--- config.mk ---
export PLATFORM = sky130hd
export DESIGN_NAME = div_rest_param
export DESIGN_NICKNAME = d
export VERILOG_FILES = /design/src/rtl/div_pkg.sv /design/src/rtl/div_rest_step.sv /design/src/rtl/div_rest_param.sv
export SDC_FILE = /design/constraint.sdc
export NUM_CORES = 1
export LEC_CHECK = 0
export BUFFER_PORTS_ARGS = -buffer_cell sky130_fd_sc_hd__buf_2
export CORE_MARGIN = 4
export CORE_UTILIZATION = 60
export DETAILED_ROUTE_END_ITERATION = 10
export PLACE_DENSITY = 0.89
export SETUP_SLACK_MARGIN = 0.1
export SLEW_MARGIN = 40
export SYNTH_ARGS = -nofsm -noshare
export SYNTH_HDL_FRONTEND = slang
export SYNTH_SLANG_ARGS = --single-unit
--- constraint.sdc ---
create_clock -name clk -period 3.95 [get_ports clk]
set_input_delay 0.5925 -clock clk [delete_from_list [all_inputs] [get_ports clk]]
set_output_delay 0.5925 -clock clk [all_outputs]
set_load 0.05 [all_outputs]
--- src/rtl/div_pkg.sv ---
// Shared constants for the divider and the multiply/divide op decode.
// Latency: n/a (package only).
// Backpressure: n/a (package only).
package div_pkg;

    // FSM state encoding for the divider
    typedef logic [2:0] div_state_t;
    localparam div_state_t ST_IDLE  = 3'd0;
    localparam div_state_t ST_PREP  = 3'd1;
    localparam div_state_t ST_LOOP  = 3'd2;
    localparam div_state_t ST_FIX   = 3'd3;
    localparam div_state_t ST_EARLY = 3'd4;

    // op field bit positions
    localparam int DIV_OP_REM_BIT = 1;
    localparam int DIV_OP_UNS_BIT = 0;

    // op encoding shared with the multiplier decode
    localparam int         MD_OP_W    = 2;
    localparam logic [1:0] MD_OP_DIV  = 2'b00;
    localparam logic [1:0] MD_OP_DIVU = 2'b01;
    localparam logic [1:0] MD_OP_REM  = 2'b10;
    localparam logic [1:0] MD_OP_REMU = 2'b11;

endpackage

--- src/rtl/div_rest_step.sv ---
// One restoring-division iteration: shift in the next dividend bit, trial-subtract the divisor.
// Latency: combinational.
// Backpressure: none.
module div_rest_step #(
    parameter int WIDTH = 32
) (
    input  logic [WIDTH-1:0] i_r,   // partial remainder
    input  logic [WIDTH-1:0] i_q,   // quotient / remaining dividend bits
    input  logic [WIDTH-1:0] i_d,   // divisor magnitude
    output logic [WIDTH-1:0] o_r,
    output logic [WIDTH-1:0] o_q
);

    logic [WIDTH:0]   w_trial;
    logic [WIDTH+1:0] w_diff;
    logic             w_neg;
    logic             w_unused_diff_msb;

    // The trial value is always < 2*D, so WIDTH+1 bits hold it; the extra top bit is the borrow.
    assign w_trial           = {i_r, i_q[WIDTH-1]};
    assign w_diff            = {1'b0, w_trial} - {2'b00, i_d};
    assign w_neg             = w_diff[WIDTH+1];
    assign w_unused_diff_msb = w_diff[WIDTH];

    // Restore on borrow: keep the shifted remainder (it is < D, so it fits WIDTH bits).
    assign o_r = w_neg ? w_trial[WIDTH-1:0] : w_diff[WIDTH-1:0];
    assign o_q = {i_q[WIDTH-2:0], ~w_neg};

endmodule

--- src/rtl/div_rest_param.sv ---
// Multi-cycle restoring divider for DIV/DIVU/REM/REMU; optional early-out via DIV_EARLY_OUT_EN.
// Latency: WIDTH+2 cycles start->done (1 cycle on early-out when DIV_EARLY_OUT_EN is defined).
// Backpressure: busy=1 while working; start_in is ignored (not queued) until busy drops.
module div_rest_param
    import div_pkg::*;
#(
    parameter int WIDTH = 32
) (
    input  logic             clk,
    input  logic             rstLow,
    input  logic             start_in,
    input  logic [1:0]       op_in,
    input  logic [WIDTH-1:0] a_in,
    input  logic [WIDTH-1:0] b_in,
    output logic             busy,
    output logic             done,
    output logic             dbz,
    output logic [WIDTH-1:0] q_out,
    output logic [WIDTH-1:0] r_out
);

    localparam int CNT_W = $clog2(WIDTH);
    localparam logic [CNT_W-1:0] CNT_LAST = CNT_W'(WIDTH - 1);

    div_state_t       r_state;
    logic [CNT_W-1:0] r_cnt;
    logic [WIDTH-1:0] r_a, r_b;      // original operands, needed for the dbz result
    logic             r_uns;
    logic             r_sq, r_sr;    // quotient / remainder negate flags
    logic [WIDTH-1:0] r_rem, r_quo, r_dvs;
    logic [WIDTH-1:0] r_q, r_r;
    logic             r_dbz, r_done;

    logic [WIDTH-1:0] w_a_mag, w_b_mag;
    logic [WIDTH-1:0] w_rem_nxt, w_quo_nxt;
    logic             w_unused_op;

    // op[1] only selects which result the core consumes; both are always produced.
    assign w_unused_op = op_in[DIV_OP_REM_BIT];

    // Operand magnitudes from the latched operands, used in PREP.
    assign w_a_mag = (!r_uns && r_a[WIDTH-1]) ? -r_a : r_a;
    assign w_b_mag = (!r_uns && r_b[WIDTH-1]) ? -r_b : r_b;

`ifdef DIV_EARLY_OUT_EN
    logic             w_in_sgn;
    logic [WIDTH-1:0] w_in_amag, w_in_bmag;
    logic             w_early;

    // Trivial cases decided straight from the inputs: divide by zero, or |a| < |b|.
    assign w_in_sgn  = ~op_in[DIV_OP_UNS_BIT];
    assign w_in_amag = (w_in_sgn && a_in[WIDTH-1]) ? -a_in : a_in;
    assign w_in_bmag = (w_in_sgn && b_in[WIDTH-1]) ? -b_in : b_in;
    assign w_early   = (b_in == '0) || (w_in_amag < w_in_bmag);
`endif

    div_rest_step #(.WIDTH(WIDTH)) u_step (
        .i_r (r_rem),
        .i_q (r_quo),
        .i_d (r_dvs),
        .o_r (w_rem_nxt),
        .o_q (w_quo_nxt)
    );

    // Control FSM, iteration datapath and result registers.
    always_ff @(posedge clk or negedge rstLow) begin
        if (!rstLow) begin
            r_state <= ST_IDLE;
            r_cnt   <= '0;
            r_a     <= '0;
            r_b     <= '0;
            r_uns   <= 1'b0;
            r_sq    <= 1'b0;
            r_sr    <= 1'b0;
            r_rem   <= '0;
            r_quo   <= '0;
            r_dvs   <= '0;
            r_q     <= '0;
            r_r     <= '0;
            r_dbz   <= 1'b0;
            r_done  <= 1'b0;
        end else begin
            r_done <= 1'b0;
            case (r_state)
                ST_IDLE: begin
                    if (start_in) begin
                        r_a   <= a_in;
                        r_b   <= b_in;
                        r_uns <= op_in[DIV_OP_UNS_BIT];
`ifdef DIV_EARLY_OUT_EN
                        r_state <= w_early ? ST_EARLY : ST_PREP;
`else
                        r_state <= ST_PREP;
`endif
                    end
                end
                ST_PREP: begin
                    r_sq    <= ~r_uns & (r_a[WIDTH-1] ^ r_b[WIDTH-1]);
                    r_sr    <= ~r_uns & r_a[WIDTH-1];
                    r_rem   <= '0;
                    r_quo   <= w_a_mag;
                    r_dvs   <= w_b_mag;
                    r_cnt   <= '0;
                    r_state <= ST_LOOP;
                end
                ST_LOOP: begin
                    r_rem <= w_rem_nxt;
                    r_quo <= w_quo_nxt;
                    r_cnt <= r_cnt + CNT_W'(1);
                    if (r_cnt == CNT_LAST) begin
                        r_state <= ST_FIX;
                    end
                end
                ST_FIX: begin
                    if (r_b == '0) begin
                        r_q   <= '1;
                        r_r   <= r_a;
                        r_dbz <= 1'b1;
                    end else begin
                        r_q   <= r_sq ? -r_quo : r_quo;
                        r_r   <= r_sr ? -r_rem : r_rem;
                        r_dbz <= 1'b0;
                    end
                    r_done  <= 1'b1;
                    r_state <= ST_IDLE;
                end
`ifdef DIV_EARLY_OUT_EN
                ST_EARLY: begin
                    r_q     <= (r_b == '0) ? '1 : '0;
                    r_r     <= r_a;
                    r_dbz   <= (r_b == '0);
                    r_done  <= 1'b1;
                    r_state <= ST_IDLE;
                end
`endif
                default: r_state <= ST_IDLE;
            endcase
        end
    end

    assign busy  = (r_state != ST_IDLE);
    assign done  = r_done;
    assign dbz   = r_dbz;
    assign q_out = r_q;
    assign r_out = r_r;

endmodule

Word-level counts from Yosys, hierarchy flattened --
Cells that the tools add are included.
Storage, ports and cells: bits of input ports 69, bits in registers 237, output and inout bits 67
Operators by class: muxes and demuxes 15, reductions and logical operators 9, bitwise gates (word level) 5, eq/ne operators 6, add/sub/neg operators 6
Operator list (count):
- 32-bit two-way mux | 7
- 32-bit negation | 4
- 32-bit case mux with 2 select lines | 2
- 33-bit by 32-bit subtractor with 34-bit output | 1
- 32-bit logical NOT | 1
- 5-bit case mux with 2 select lines | 1
- 3-bit case mux with 3 select lines | 1
- 3-bit by 2-bit equality test with 1-bit output (second input constant) | 2
- 3-bit two-way mux | 2
- 5-bit by 1-bit adder with 5-bit output (second input constant) | 1
- 5-bit equality test (second input constant) | 1
- 2-bit inequality test (second input constant) | 2
- 2-bit AND reduction | 2
- 3-bit by 1-bit equality test with 1-bit output (second input constant) | 1
- 3-bit logical NOT | 1
- 3-bit nonzero test | 1
- 1-bit bitwise AND | 2
- 1-bit logical AND | 2
- 1-bit two-way mux | 2
- 1-bit NOT | 2
- 2-bit nonzero test | 1
- 1-bit logical NOT | 1
- 1-bit XOR | 1

Longest topological paths before layout --
depth after elaboration 4, mapped depth 13, depth with buffers taken out 12

By module --
From an unflattened synthesis, not the netlist that was laid out.
Second synthesis, totals: cells, all modules 1634, area, all modules 14712.9 sq um
Modules (own cells, without submodules):
- div_rest_param | cells each 1230, times used 1, area each 12050.3 sq um, sequential area each 5905.7 sq um
- div_rest_step | cells each 404, times used 1, area each 2662.6 sq um, sequential area each 0.0 sq um

Worst setup path before layout --
Ideal clock, no wire load.
path type register -> register, start register r_a[16], end register r_quo[30], arrival time 2803 ps, path buffers 0, clock period less this slack 2928 ps, stages on the path, launching flop included 9, required time 3825 ps, setup time 125 ps, setup slack 1022 ps, cells stage by stage dfrtp_1 -> or4_4 -> or4b_4 -> or2_4 -> or4_4 -> o21ai_2 -> xor2_1 -> o21ai_1 -> mux2_2
Between the ends: longest elaborated chain between the ends 3
Ends and longest elaborated chain:
- start, declared | RTL line div_rest_param.sv:27 | logic [WIDTH-1:0] r_a, r_b;
- start signal, assigned | RTL line div_rest_param.sv:87 | r_a <= a_in;
- 32-bit negation | RTL line div_rest_param.sv:42 | assign w_a_mag = (!r_uns && r_a[WIDTH-1]) ? -r_a : r_a;
- 32-bit two-way mux | RTL line div_rest_param.sv:42
- 32-bit case mux with 2 select lines | RTL line div_rest_param.sv:84 | case (r_state)
- end signal, assigned | RTL line div_rest_param.sv:101 | r_quo <= w_a_mag;
- end signal, assigned | RTL line div_rest_param.sv:108 | r_quo <= w_quo_nxt;
- end, declared | RTL line div_rest_param.sv:30 | logic [WIDTH-1:0] r_rem, r_quo, r_dvs;
No other way between the ends. A chain may end at the register's enable or synchronous reset.

Worst setup path after layout --
start register r_rem[1], end register r_rem[28]
Between the ends: longest elaborated chain between the ends 3
Ends and longest elaborated chain:
- start, declared | RTL line div_rest_param.sv:30
- start signal, assigned | RTL line div_rest_param.sv:107 | r_rem <= w_rem_nxt;
- 33-bit by 32-bit subtractor with 34-bit output | RTL line div_rest_step.sv:21 | assign w_diff = {1'b0, w_trial} - {2'b00, i_d};
- 32-bit two-way mux | RTL line div_rest_step.sv:26 | assign o_r = w_neg ? w_trial[WIDTH-1:0] : w_diff[WIDTH-1:0];
- 32-bit case mux with 2 select lines | RTL line div_rest_param.sv:84
No other way between the ends.

==> flow_metrics.py <==
metrics = {
    "run_status": {
        "outcome": "finished clean",
    },
    "routing": {
        "wire_per_inst_um": 18.6,
        "first_iter_violations": 1012,
        "drt-vias-per-instance": 6.10,
        "dr.pass1.iters": 5,
        "remaining_drc_errors": 0,
        "antenna_left": 0,
        "wl_mm": 36.0,
        "num_vias": 11800,
    },
    "sta": {
        "final-setup-viol-count": 0,
        "finalClockSkew_ns": 0.0207,
        "worstMarginPinSlew_ns": 0.832,
        "tns_ns": 0,
        "final_max_slew_viol_count": 0,
        "post-route-period-util": 0.857,
        "clock.fmax_mhz": 295,
        "grt_setup_unrepaired": "no",
        "relSlewSlack": 0.444,
        "hold_viol": 0,
        "fin_crit_ns": 3.38,
    },
    "place": {
        "io_buffers": 134,
        "hpwl_mm": 25.7,
        "globalplace.congestion": 0.941,
    },
    "layout": {
        "final_nets": 1714,
        "fin_util": 0.699,
        "areaGrowthSynthToFinish_pct": 13.3,
        "diodes": 0,
        "nFillCells": 1666,
        "drive_gt1_frac": 0.213,
        "regArea_um2": 5910,
        "multi_input_area_um2": 7570,
    },
    "die": {
        "die-area_um2": 26100,
        "rows": 55,
        "core_um2": 22900,
        "pin_count": 136,
        "die_w_um": 162,
        "start_util": 0.617,
        "die_h_um": 162,
    },
    "critical_path": {
        "worstReg2RegEnd": "r_rem[28]$_DFFE_PN0P_",
        "cpPeakStageDelay_ns": 0.48,
        "crit_fanout": 9,
        "path_depth": 10,
        "cp_num_buf_inv": 1,
        "start_kind": "flip-flop",
        "r2r-start": "r_rem[1]$_DFFE_PN0P_",
        "crit_chain": "ha_1 > o21a_1 > o31a_1 > a211oi_1 > buf_4 > o21ai_0 > nand4_1 > and2_1 > a32oi_1 > or3b_2",
        "required_ns": 4.36,
        "r2r_cells": 10,
        "arrival_ns": 3.79,
        "critPathSlowestCell": "o21ai_0",
        "end_kind": "flip-flop",
        "crit_type": "reg2reg",
        "rrSetupSlack_ns": 0.57,
        "cp_top_family": "compound AO/OA/AOI/OAI gates",
    },
    "synthesis": {
        "ys_top_cells_by_area": "dfrtp_1 (42%), mux2_2 (9.2%), xnor2_1 (4.8%)",
        "yosysSeqAreaShare": 0.418,
        "netlist-cell-type-count": 70,
        "synth_seq_cells": 236,
        "synthArstFlopShare": 1.00,
        "synth_common_cells": "dfrtp_1 (236), nor2_1 (131), nand2_1 (119)",
        "yosysTopAreaCell": "dfrtp_1",
        "synth_area_um2": 14100,
        "synth_edf_count": 0,
        "yosysTopAreaCellShare": 0.418,
        "ys.flop_type": "dfrtp_1",
        "syn_nets": 1615,
        "ys_warn_count": 0,
        "synthCells": 1503,
        "yosysMostFrequentCell": "dfrtp_1",
        "avgSynthCellArea_um2": 9.41,
    },
    "clock_tree": {
        "post_cts_buffers": 0,
        "insertion_delay_ns": 0.55,
        "cts.sinks": 236,
        "path_clk_slew_ns": 0.06,
        "cts_tree": "built",
        "ctsHoldBuffers": 1,
        "cts_resized": 0,
        "root_buffer": "clkbuf_16",
        "cts_max_path_buffers": 3,
        "cts_made_buffers": 26,
        "htreeDepth": 1,
    },
    "worst_hold_path": {
        "hold_class": "in2reg",
        "min_path_cells": 2,
        "hp-start": "a_in[0]",
        "hold_path_end": "r_a[0]$_DFFE_PN0P_",
    },
    "grt": {
        "antenna_found_initial": 0,
        "grt_pass1_wl_mm": 57.6,
        "grt_pass1_vias": 11600,
        "grt.overflow.total": 0,
        "grt_max_degree": 79,
        "track_usage": 0.266,
    },
    "flow_run": {
        "drv_cap": 0,
    },
    "pwr": {
        "p_leak_nw": 7.11,
        "p_per_area_nw_per_um2": 885,
        "peakVddDrop_uv": 619,
    },
}
final cells by class:
type | instances | share of cell area
timing repair buffer | 156 | 0.0565
clock inverter | 14 | 0.0119
inverter | 90 | 0.0211
sequential | 236 | 0.369
clock buffer | 34 | 0.0450
tap | 313 | 0.0244
multi-input combinational | 1092 | 0.472
registers in the layout (all words and copies together) (netlist names):
name / flops
r_dvs: 32
q_out: 32
r_rem: 32
r_uns: 1
dbz: 1
r_cnt: 5
r_sq: 1
r_b: 32
done: 1
r_out: 32
r_a: 32
r_sr: 1
r_state: 2
r_quo: 32
per-stage QoR:
step	hold slack [ns]	std cells	setup WS [ns]	instance area, um^2	power, W
3_3_place_gp	0.479	1885	0.676	15100	0.0112
5_1_grt	0.271	1935	0.379	16000	0.0150
4_1_cts	0.268	1935	0.592	16000	0.0142
6_report	0.274	1935	0.566	16000	0.0142
2_1_floorplan	0.297	1503	1.02	14100	0.00985
3_5_place_dp	0.487	1886	0.615	15100	0.0115
report_power, final:
group          leakage [nW]  internal (W)  switching [W]
registers              2.89       0.00347        0.00122
logic                  3.77       0.00269        0.00423
clock network         0.446       0.00155        0.00101
metal layers:
layer  track usage  routed length [um]
met1         0.347               14800
met2         0.459               17500
met3        0.0276                2340
met4        0.0997                1430
met5             0                   0
kinds of logic after synthesis:
group	share of synthesized area
flops	0.418
mux	0.107
buf+inv	0.0506
simple gates	0.129
compound gates	0.169
xor+xnor	0.0880
fa+ha+maj	0.0386
cell usage in the layout, fill, tap and decap left out, types with 5 or more instances in the layout:
cell type and n:
dfrtp_1 234, buf_2 133, nor2_1 131, nand2_1 118, mux2_2 115, o21ai_0 110, a21oi_1 91, inv_1 89
xnor2_1 77, xor2_1 65, ha_1 38, o31ai_1 31, clkbuf_16 26, nand3_1 25, a31oi_1 24, mux2i_1 22
nor3_1 19, o22ai_1 18, buf_4 17, a21o_1 16, nor4_1 15, o41ai_1 13, nand4_1 11, or4_1 11
o22a_1 11, or3_1 9, o221ai_1 9, nand2b_1 8, and3_1 7, o211ai_1 7, a211oi_1 6, clkinv_2 6
nor2b_1 5, o21bai_1 5, a32oi_1 5
worst max path at each step:
stage / endpoint / slack [ns] / start
after floorplan: r_quo[30]$_DFFE_PN0P_ / 1.02 / r_a[16]$_DFFE_PN0P_
after global placement: r_rem[28]$_DFFE_PN0P_ / 0.68 / r_rem[6]$_DFFE_PN0P_
after detailed placement: r_rem[28]$_DFFE_PN0P_ / 0.61 / r_rem[6]$_DFFE_PN0P_
after CTS: r_rem[28]$_DFFE_PN0P_ / 0.59 / r_rem[1]$_DFFE_PN0P_
after global routing: r_rem[28]$_DFFE_PN0P_ / 0.38 / r_rem[7]$_DFFE_PN0P_
final: r_rem[28]$_DFFE_PN0P_ / 0.57 / r_rem[1]$_DFFE_PN0P_
No activity file was read; power rests on OpenSTA's default activity.
